`config.mk`:
```
export PLATFORM = sky130hd
export DESIGN_NAME = uart_rx
export DESIGN_NICKNAME = d
export VERILOG_FILES = /design/src/rtl/uart_rx.sv
export SDC_FILE = /design/constraint.sdc
export NUM_CORES = 1
export LEC_CHECK = 0
export CORE_MARGIN = 8
export CORE_UTILIZATION = 35
export DETAILED_ROUTE_END_ITERATION = 10
export PLACE_DENSITY = 0.68
export SLEW_MARGIN = 20
export SYNTH_ARGS = -nofsm -noshare
export SYNTH_HDL_FRONTEND = slang
export SYNTH_SLANG_ARGS = --single-unit
```
`constraint.sdc`:
```
create_clock -name clk_i -period 5.4 [get_ports clk_i]
set_input_delay 0.54 -clock clk_i [delete_from_list [all_inputs] [get_ports clk_i]]
set_output_delay 0.54 -clock clk_i [all_outputs]
set_load 0.03 [all_outputs]
```
`src/rtl/uart_rx.sv`:
```
// uart_rx: 8N1 serial receiver with a small RX FIFO and a bus register port.
// Registers (addr[3:2]): DATA (read pops), STATUS (W1C error flags), CTRL (irq_en).
module uart_rx #(
    parameter int ClockFrequency = 50_000_000,
    parameter int BaudRate       = 115_200,
    parameter int FifoDepth      = 8
) (
    input  logic        clk_i,
    input  logic        rst_i,
    input  logic        device_req_i,
    input  logic [31:0] device_addr_i,
    input  logic        device_we_i,
    input  logic [3:0]  device_be_i,
    input  logic [31:0] device_wdata_i,
    output logic        device_rvalid_o,
    output logic [31:0] device_rdata_o,
    input  logic        uart_rx_i,
    output logic        rx_irq_o
);

    localparam int ClocksPerBit = ClockFrequency / BaudRate;
    localparam int CntW         = $clog2(ClocksPerBit);
    localparam int AW           = $clog2(FifoDepth);

    localparam logic [CntW-1:0] HalfLoad = CntW'(ClocksPerBit / 2 - 1);
    localparam logic [CntW-1:0] FullLoad = CntW'(ClocksPerBit - 1);

    typedef enum logic [1:0] {IDLE, START, DATA, STOP} state_t;

    state_t            state, state_n;
    logic [CntW-1:0]   cnt, cnt_n;
    logic [2:0]        idx, idx_n;
    logic [7:0]        shift, shift_n;
    logic              push, frame_set;

    logic              sync1, sync2, prev;
    logic              fall;

    logic [7:0]        mem [FifoDepth];
    logic [AW:0]       wptr, rptr;
    logic              not_empty, full, pop, do_push;
    logic              overflow, frame_err, irq_en, ovf_set;

    logic [1:0]        sel;
    logic              rd, wr;
    logic [31:0]       rdata_n;
    logic              unused;

    assign unused = ^{device_be_i, device_addr_i[31:4], device_addr_i[1:0],
                      device_wdata_i[31:4], device_wdata_i[1]};

    // Two-flop synchronizer plus a delayed copy for falling-edge detection.
    always_ff @(posedge clk_i or posedge rst_i) begin
        if (rst_i) begin
            sync1 <= 1'b1;
            sync2 <= 1'b1;
            prev  <= 1'b1;
        end else begin
            sync1 <= uart_rx_i;
            sync2 <= sync1;
            prev  <= sync2;
        end
    end

    assign fall = prev & ~sync2;

    // Receiver state register.
    always_ff @(posedge clk_i or posedge rst_i) begin
        if (rst_i) state <= IDLE;
        else       state <= state_n;
    end

    // Bit timer, bit index and shift register.
    always_ff @(posedge clk_i or posedge rst_i) begin
        if (rst_i) begin
            cnt   <= '0;
            idx   <= '0;
            shift <= '0;
        end else begin
            cnt   <= cnt_n;
            idx   <= idx_n;
            shift <= shift_n;
        end
    end

    // Receiver next-state: mid-bit sampling driven by the down-counting bit timer.
    always_comb begin
        state_n   = state;
        cnt_n     = cnt;
        idx_n     = idx;
        shift_n   = shift;
        push      = 1'b0;
        frame_set = 1'b0;
        case (state)
            IDLE: begin
                if (fall) begin
                    state_n = START;
                    cnt_n   = HalfLoad;
                end
            end
            START: begin
                if (cnt == '0) begin
                    if (sync2) begin
                        state_n = IDLE;
                    end else begin
                        state_n = DATA;
                        cnt_n   = FullLoad;
                        idx_n   = '0;
                    end
                end else begin
                    cnt_n = cnt - 1'b1;
                end
            end
            DATA: begin
                if (cnt == '0) begin
                    shift_n[idx] = sync2;
                    cnt_n        = FullLoad;
                    if (idx == 3'd7) state_n = STOP;
                    else             idx_n   = idx + 1'b1;
                end else begin
                    cnt_n = cnt - 1'b1;
                end
            end
            STOP: begin
                if (cnt == '0) begin
                    state_n = IDLE;
                    if (sync2) push      = 1'b1;
                    else       frame_set = 1'b1;
                end else begin
                    cnt_n = cnt - 1'b1;
                end
            end
            default: state_n = IDLE;
        endcase
    end

    assign sel       = device_addr_i[3:2];
    assign rd        = device_req_i & ~device_we_i;
    assign wr        = device_req_i & device_we_i;
    assign not_empty = (wptr != rptr);
    assign full      = (wptr[AW] != rptr[AW]) && (wptr[AW-1:0] == rptr[AW-1:0]);
    assign pop       = rd && (sel == 2'd0) && not_empty;
    // A full FIFO still accepts a byte when the same cycle pops one.
    assign do_push   = push && (!full || pop);
    assign ovf_set   = push && full && !pop;

    // FIFO storage; flushing is done by resetting the pointers.
    always_ff @(posedge clk_i) begin
        if (do_push) mem[wptr[AW-1:0]] <= shift;
    end

    // FIFO pointers.
    always_ff @(posedge clk_i or posedge rst_i) begin
        if (rst_i) begin
            wptr <= '0;
            rptr <= '0;
        end else begin
            if (do_push) wptr <= wptr + 1'b1;
            if (pop)     rptr <= rptr + 1'b1;
        end
    end

    // Sticky error flags (a new event wins over a same-cycle clear) and irq enable.
    always_ff @(posedge clk_i or posedge rst_i) begin
        if (rst_i) begin
            overflow  <= 1'b0;
            frame_err <= 1'b0;
            irq_en    <= 1'b0;
        end else begin
            overflow  <= (overflow & ~(wr && sel == 2'd1 && device_wdata_i[2])) | ovf_set;
            frame_err <= (frame_err & ~(wr && sel == 2'd1 && device_wdata_i[3])) | frame_set;
            if (wr && sel == 2'd2) irq_en <= device_wdata_i[0];
        end
    end

    // Read data mux for the registered bus response.
    always_comb begin
        rdata_n = '0;
        if (rd) begin
            case (sel)
                2'd0:    rdata_n = not_empty ? {24'b0, mem[rptr[AW-1:0]]} : 32'b0;
                2'd1:    rdata_n = {28'b0, frame_err, overflow, full, not_empty};
                2'd2:    rdata_n = {31'b0, irq_en};
                default: rdata_n = '0;
            endcase
        end
    end

    // Bus response one cycle after every request.
    always_ff @(posedge clk_i or posedge rst_i) begin
        if (rst_i) begin
            device_rvalid_o <= 1'b0;
            device_rdata_o  <= '0;
        end else begin
            device_rvalid_o <= device_req_i;
            device_rdata_o  <= rdata_n;
        end
    end

    assign rx_irq_o = irq_en & (not_empty | overflow | frame_err);

endmodule
```
**After elaboration in Yosys (flattened, before gate mapping)**

Memories as Yosys holds them, arrays and structs flattened.
Index checks and enable logic that the tools add are counted.

- Bitwise logic cells: 14
- Equal/unequal tests: 18
- Magnitude comparators: 2
- Reduce and logical (&&, ||, !) cells: 22
- Add/sub/neg operators: 4
- Multiplexer cells: 32

Operators with widths:

| kind | count |
|---|---|
| 2-to-1 mux 9 bit | 5 |
| case mux 9 bit (4 select lines) | 1 |
| case mux 8 bit (3 select lines) | 1 |
| 2-to-1 mux 8 bit | 2 |
| != test 2 bit (second input constant) | 8 |
| 2-to-1 mux 2 bit | 6 |
| 2-to-1 mux 3 bit | 4 |
| logical AND 1 bit | 11 |
| AND reduction 5 bit | 2 |
| zero test 9 bit | 1 |
| 2-to-1 mux 1 bit | 9 |
| subtractor 9 x 1 -> 9 bit (second input constant) | 1 |
| adder 4 x 1 -> 4 bit (second input constant) | 2 |
| bitwise mux 8 bit | 1 |
| case mux 2 bit (4 select lines) | 1 |
| AND 1 bit | 6 |
| == test 2 bit (second input constant) | 3 |
| case mux 3 bit (2 select lines) | 1 |
| == test 2 x 1 -> 1 bit (second input constant) | 2 |
| zero test 2 bit | 2 |
| < comparator 3 x 4 -> 1 bit (second input constant) | 1 |
| != test 4 bit | 1 |
| NOT 1 bit | 4 |
| bitwise OR 1 bit | 4 |
| 12 further kinds | 13 |

- Input port bits: 73
- Register bits after elaboration: 69
- Memories kept: 1
- RAM bits: 64
- Output and inout bits: 34

Memory list:

| memory | words | bits a word | read ports | clocked after Yosys merged registers in | wr ports | RTL line | text |
|---|---|---|---|---|---|---|---|
| mem | 8 | 8 | 1 | 0 | 1 | 39 | `logic [7:0] mem [FifoDepth];` |

**Depth between registers and ports, before layout**

- Depth in word-level cells: 8
- Mapped depth: 8
- Gate-level depth less buffers: 6

**Worst setup path after synthesis**

Ideal clock, no wire load.

- Path type: flip-flop to flip-flop
- Start point: reg cnt[0]
- End point: mem mem[0][0], enable pin
- Data arrival time: 2.500 ns
- Cell stages (with the launch flop): 7
- Slack: 2.506 ns
- Path buffers: 0
- Period minus slack after synthesis: 2.894 ns
- Path through: dfrtp_1 > inv_1 > ha_1 > or4b_1 > nor3_2 > o21ai_1 > nor4_1

- Cells in the longest elaborated chain, start to end: 6

Ends and longest elaborated chain:

| item | RTL line | text |
|---|---|---|
| start: declaration | 31 | `logic [CntW-1:0] cnt, cnt_n;` |
| start signal: assignment | 80 | `cnt <= cnt_n;` |
| zero test 9 bit | 125 | `if (cnt == '0) begin` |
| 2-to-1 mux 1 bit | 125 |  |
| 2-to-1 mux 1 bit | 94 | `case (state)` |
| logical AND 1 bit | 144 | `assign do_push = push && (!full \|\| pop);` |
| 2-to-1 mux 1 bit | 149 | `if (do_push) mem[wptr[AW-1:0]] <= shift;` |
| 2-to-1 mux 1 bit (not written as such) | 149 |  |
| end: declaration | 39 |  |

No other way between the ends.

**Final worst setup path**

- Start point: reg rptr[1]
- End point: out rx_irq_o

- Cells in the longest elaborated chain, start to end: 4

Ends and longest elaborated chain:

| item | RTL line | text |
|---|---|---|
| start: declaration | 40 | `logic [AW:0] wptr, rptr;` |
| start signal: assignment | 159 | `if (pop) rptr <= rptr + 1'b1;` |
| != test 4 bit | 140 | `assign not_empty = (wptr != rptr);` |
| bitwise OR 1 bit (2 in series) | 200 | `assign rx_irq_o = irq_en & (not_empty \| overflow \| frame_err);` |
| AND 1 bit | 200 |  |
| end: declaration | 18 | `output logic rx_irq_o` |

No other way between the ends.

==> summary.md <==
| Metric | Value |
|---|---|
| Total wire length | `9.25 mm` |
| Peak VDD IR | `0.000186 V` |
| Die Wd | `135 µm` |
| Antenna diodes | `0` |
| GPL Wtd Cong | `0.914` |
| First-pass GRT wire length | `15.2 mm` |
| M1 WL | `3.97 mm` |
| Largest net degree at the start of global routing | `46` |
| CTS tree | `built` |
| Tmin final | `3.14 ns` |
| Critical Path End Type | `output port` |
| Layout Cells excl Fill | `565` |
| Final setup vio count | `0` |
| Leak | `2.02 nW` |
| Grt ovf | `0` |
| Arrival @ worst endpoint | `2.60 ns` |
| Initial antenna violation count | `0` |
| Post-Syn Area per Cell | `13.9 µm²` |
| Synth Area in Adders | `0.0276` |
| Slowest cell on crit path | `dfrtp_1` |
| R2R Setup Slk | `2.34 ns` |
| Commonest non-fill, non-tap cell in the layout | `edfxtp_1` |
| Initial drt markers | `242` |
| Drt first pass iters | `4` |
| Number of global-route vias before repair | `2907` |
| Area share of the largest cell type after synthesis | `0.385` |
| Die Span Y | `135 µm` |
| Cells after Synth | `360` |
| GR Util All Layers | `0.105` |
| HP Class | `register to register` |
| Rows | `43` |
| Tot Pwr | `0.00239 W` |
| Largest family of logic cells by synthesized area | `multiplexers` |
| Startpoint types | `register` |
| Sequential share of the synthesized area | `0.612` |
| Resized Gates After CTS | `0` |
| Port Buf Inserts | `19` |
| Compound-cell area share of the yosys netlist | `0.0813` |
| DR WL met2 | `4.73 mm` |
| Routed length per instance | `16.4 µm` |
| Pwr/cell area | `429 nW/µm²` |
| FF-to-FF Start | `cnt[0]` |
| Clk sinks | `109` |
| Setup TNS | `0 ns` |
| Most frequent cells in the layout | `edfxtp_1, dfrtp_1, conb_1` |
| Mapped Area | `4990 µm²` |
| CTS Buf Count | `9` |
| Nets@finish | `464` |
| Worst setup margin | `2.26 ns` |
| DRC Markers | `0` |
| Number of enable flip-flop cells after synthesis | `64` |
| Max-slew headroom | `0.408` |
| Peak fanout along the critical path | `19` |
| Top cells by area, synth | `edfxtp_1, dfrtp_1, mux4_2, buf_4, ha_1` |
| Final hold vios | `0` |
| CTS root buf | `clkbuf_16` |
| Final period util | `0.581` |
| Max Used Layer | `met4` |
| Post-Synth Simple-Gate Area | `0.0900` |
| Worst-case clock skew | `0.00983 ns` |
| CTS H-tree depth | `3` |
| Hold-fix buffers at CTS | `0` |
| Crit path from | `rptr[1]` |
| Via density | `5.10` |
| Max Freq | `319 MHz` |
| Synth area leader | `edfxtp_1` |
| Top FF cell, synth | `edfxtp_1` |
| Met3 WL | `489 µm` |
| Worst Setup EP | `rx_irq_o` |
| Vias after detailed routing | `2882` |
| Post-synth ARST share | `0.413` |
| Die area | `18300 µm²` |
| # Max-Cap Violations | `0` |
| Post-DRT Antenna Nets | `0` |
| Initial Util | `0.359` |
| WP data required | `4.86 ns` |
| Top Ports | `107` |
| CP Cell Sequence | `xnor2_1 > nand4_1 > o31a_1 > clkdlybuf4s50_1` |
| Clk buf depth | `2` |
| Worst-path clk slew | `0.08 ns` |
| Slew @ Worst Pin | `0.888 ns` |
| RSZ-0062 raised after global routing | `no` |
| Setup WS pre-CTS | `2.26 ns` |
| Clock Latency Late Sink | `0.35 ns` |
| XOR/XNOR Fraction of Synth Area | `0.0193` |
| Mux cell area share after synthesis | `0.110` |
| Kind of critical path | `register to output port` |
| Share of layout cells above drive strength 1 | `0.138` |
| Synthesis warning total | `0` |
| Postcts setup bufs | `0` |
| Worst Reg2Reg Path Length in Cells | `6` |
| Seq cells post-synth | `109` |
| Status | `completed` |
| Hpwl dp | `6.33 mm` |
| Synth unique cells | `58` |
| Placed cell count | `549` |
| Core footprint | `13900 µm²` |
| CP max stage delay | `0.93 ns` |
| Layout Area Growth over Synthesis | `11.7%` |
| Slew Limit Fails | `0` |
| R2R Path End | `mem[3][4]` |
## cells by family (layout without fill, tap and decap cells)
kind of cell | Yosys count | count (layout)
multiplexers | 34 | 34
buffers and inverters | 52 | 54
flip-flops | 109 | 109
XOR/XNOR | 11 | 11
adder cells (fa/ha/maj) | 11 | 11
AO/OA/AOI/OAI | 57 | 57
other | 1 | 24
AND/OR/NAND/NOR | 85 | 85
## per-layer routing
metal,up-vias,GRT usage
li1,1351,-
met1,1451,0.128
met2,73,0.181
met3,7,0.0297
met4,0,0.0234
met5,-,0
## per-stage QoR
| stage | hold WS [ns] | utilization | cell area (µm²) |
|---|---|---|---|
| 2_1_floorplan | 0.345 | - | 5070 |
| 3_3_place_gp | 0.348 | 0.381 | 5290 |
| 3_5_place_dp | 0.349 | 0.381 | 5290 |
| 4_1_cts | 0.359 | 0.401 | 5570 |
| 5_1_grt | 0.362 | 0.401 | 5570 |
| 6_report | 0.357 | 0.401 | 5570 |
## synthesized netlist by cell type (2+ instances only)
cell type  instances
a31oi_1            3
mux2i_1           12
mux4_2            16
nor2b_1            3
o221ai_1           2
a21o_1             2
dfrtp_1           42
inv_1             13
mux2_2             5
buf_4             24
nor2_1            21
buf_1              4
xor2_1             2
o211ai_1           4
clkbuf_1           7
nor3b_1            2
a22o_1             2
nand3_1            5
a32o_1             3
a41o_1             2
nand4_1            3
nor3_1            10
o21ai_0           12
xnor2_1            9
a21oi_1            7
nor3_2             2
nand2_1           21
buf_2              3
dfstp_2            3
o31ai_1            8
ha_1              11
nor4_1             2
a41oi_1            2
nand4b_1           2
edfxtp_1          64
nand2b_1           5
## worst min path at each step
stage / from / endpoint / slack, ns / depth (start not counted)
after global routing: sync1 / sync2 / 0.36 / 0
after floorplan: sync1 / sync2 / 0.35 / 0
after detailed placement: sync1 / sync2 / 0.35 / 0
after CTS: sync1 / sync2 / 0.36 / 0
final: sync1 / sync2 / 0.36 / 0
after global placement: sync1 / sync2 / 0.35 / 0
## flip-flops by register name, summed over array words and instances, names as in the netlist, named ones only
| signal | count |
|---|---|
| shift | 8 |
| idx | 3 |
| state | 1 |
| sync1 | 1 |
| device_rdata_o | 8 |
| mem | 64 |
| wptr | 4 |
| overflow | 1 |
| prev | 1 |
| rptr | 4 |
| frame_err | 1 |
| device_rvalid_o | 1 |
| irq_en | 1 |
| cnt | 9 |
| sync2 | 1 |
## worst max-delay path, delay by kind of cell, from the launching register on
family                    cells  cell delay [ns]
and+or+nand+nor               1             0.21
AOI/OAI and AO/OA             1             0.28
buffers and inverters         1             0.59
DFF                           1             0.93
xor gates and xnor gates      1             0.24
## final cells by class
cell class | count | area [µm²]
multi-input cells | 222 | 1730
clock buffers | 10 | 229
fillers | 1282 | 8310
clock inverters | 6 | 55.1
inverters | 13 | 50.0
well taps | 180 | 225
repair buffers | 25 | 235
flip-flops and latches | 109 | 3050
## where the power goes
group	internal (W)	leakage (nW)	switching (W)	total (W)
sequential	0.000937	1.16	0.000108	0.00105
combinational	0.000330	0.726	0.000389	0.000719
clock	0.000322	0.133	0.000306	0.000628
total	0.00159	2.02	0.000803	0.00239
(Power assumes the default switching activity.)
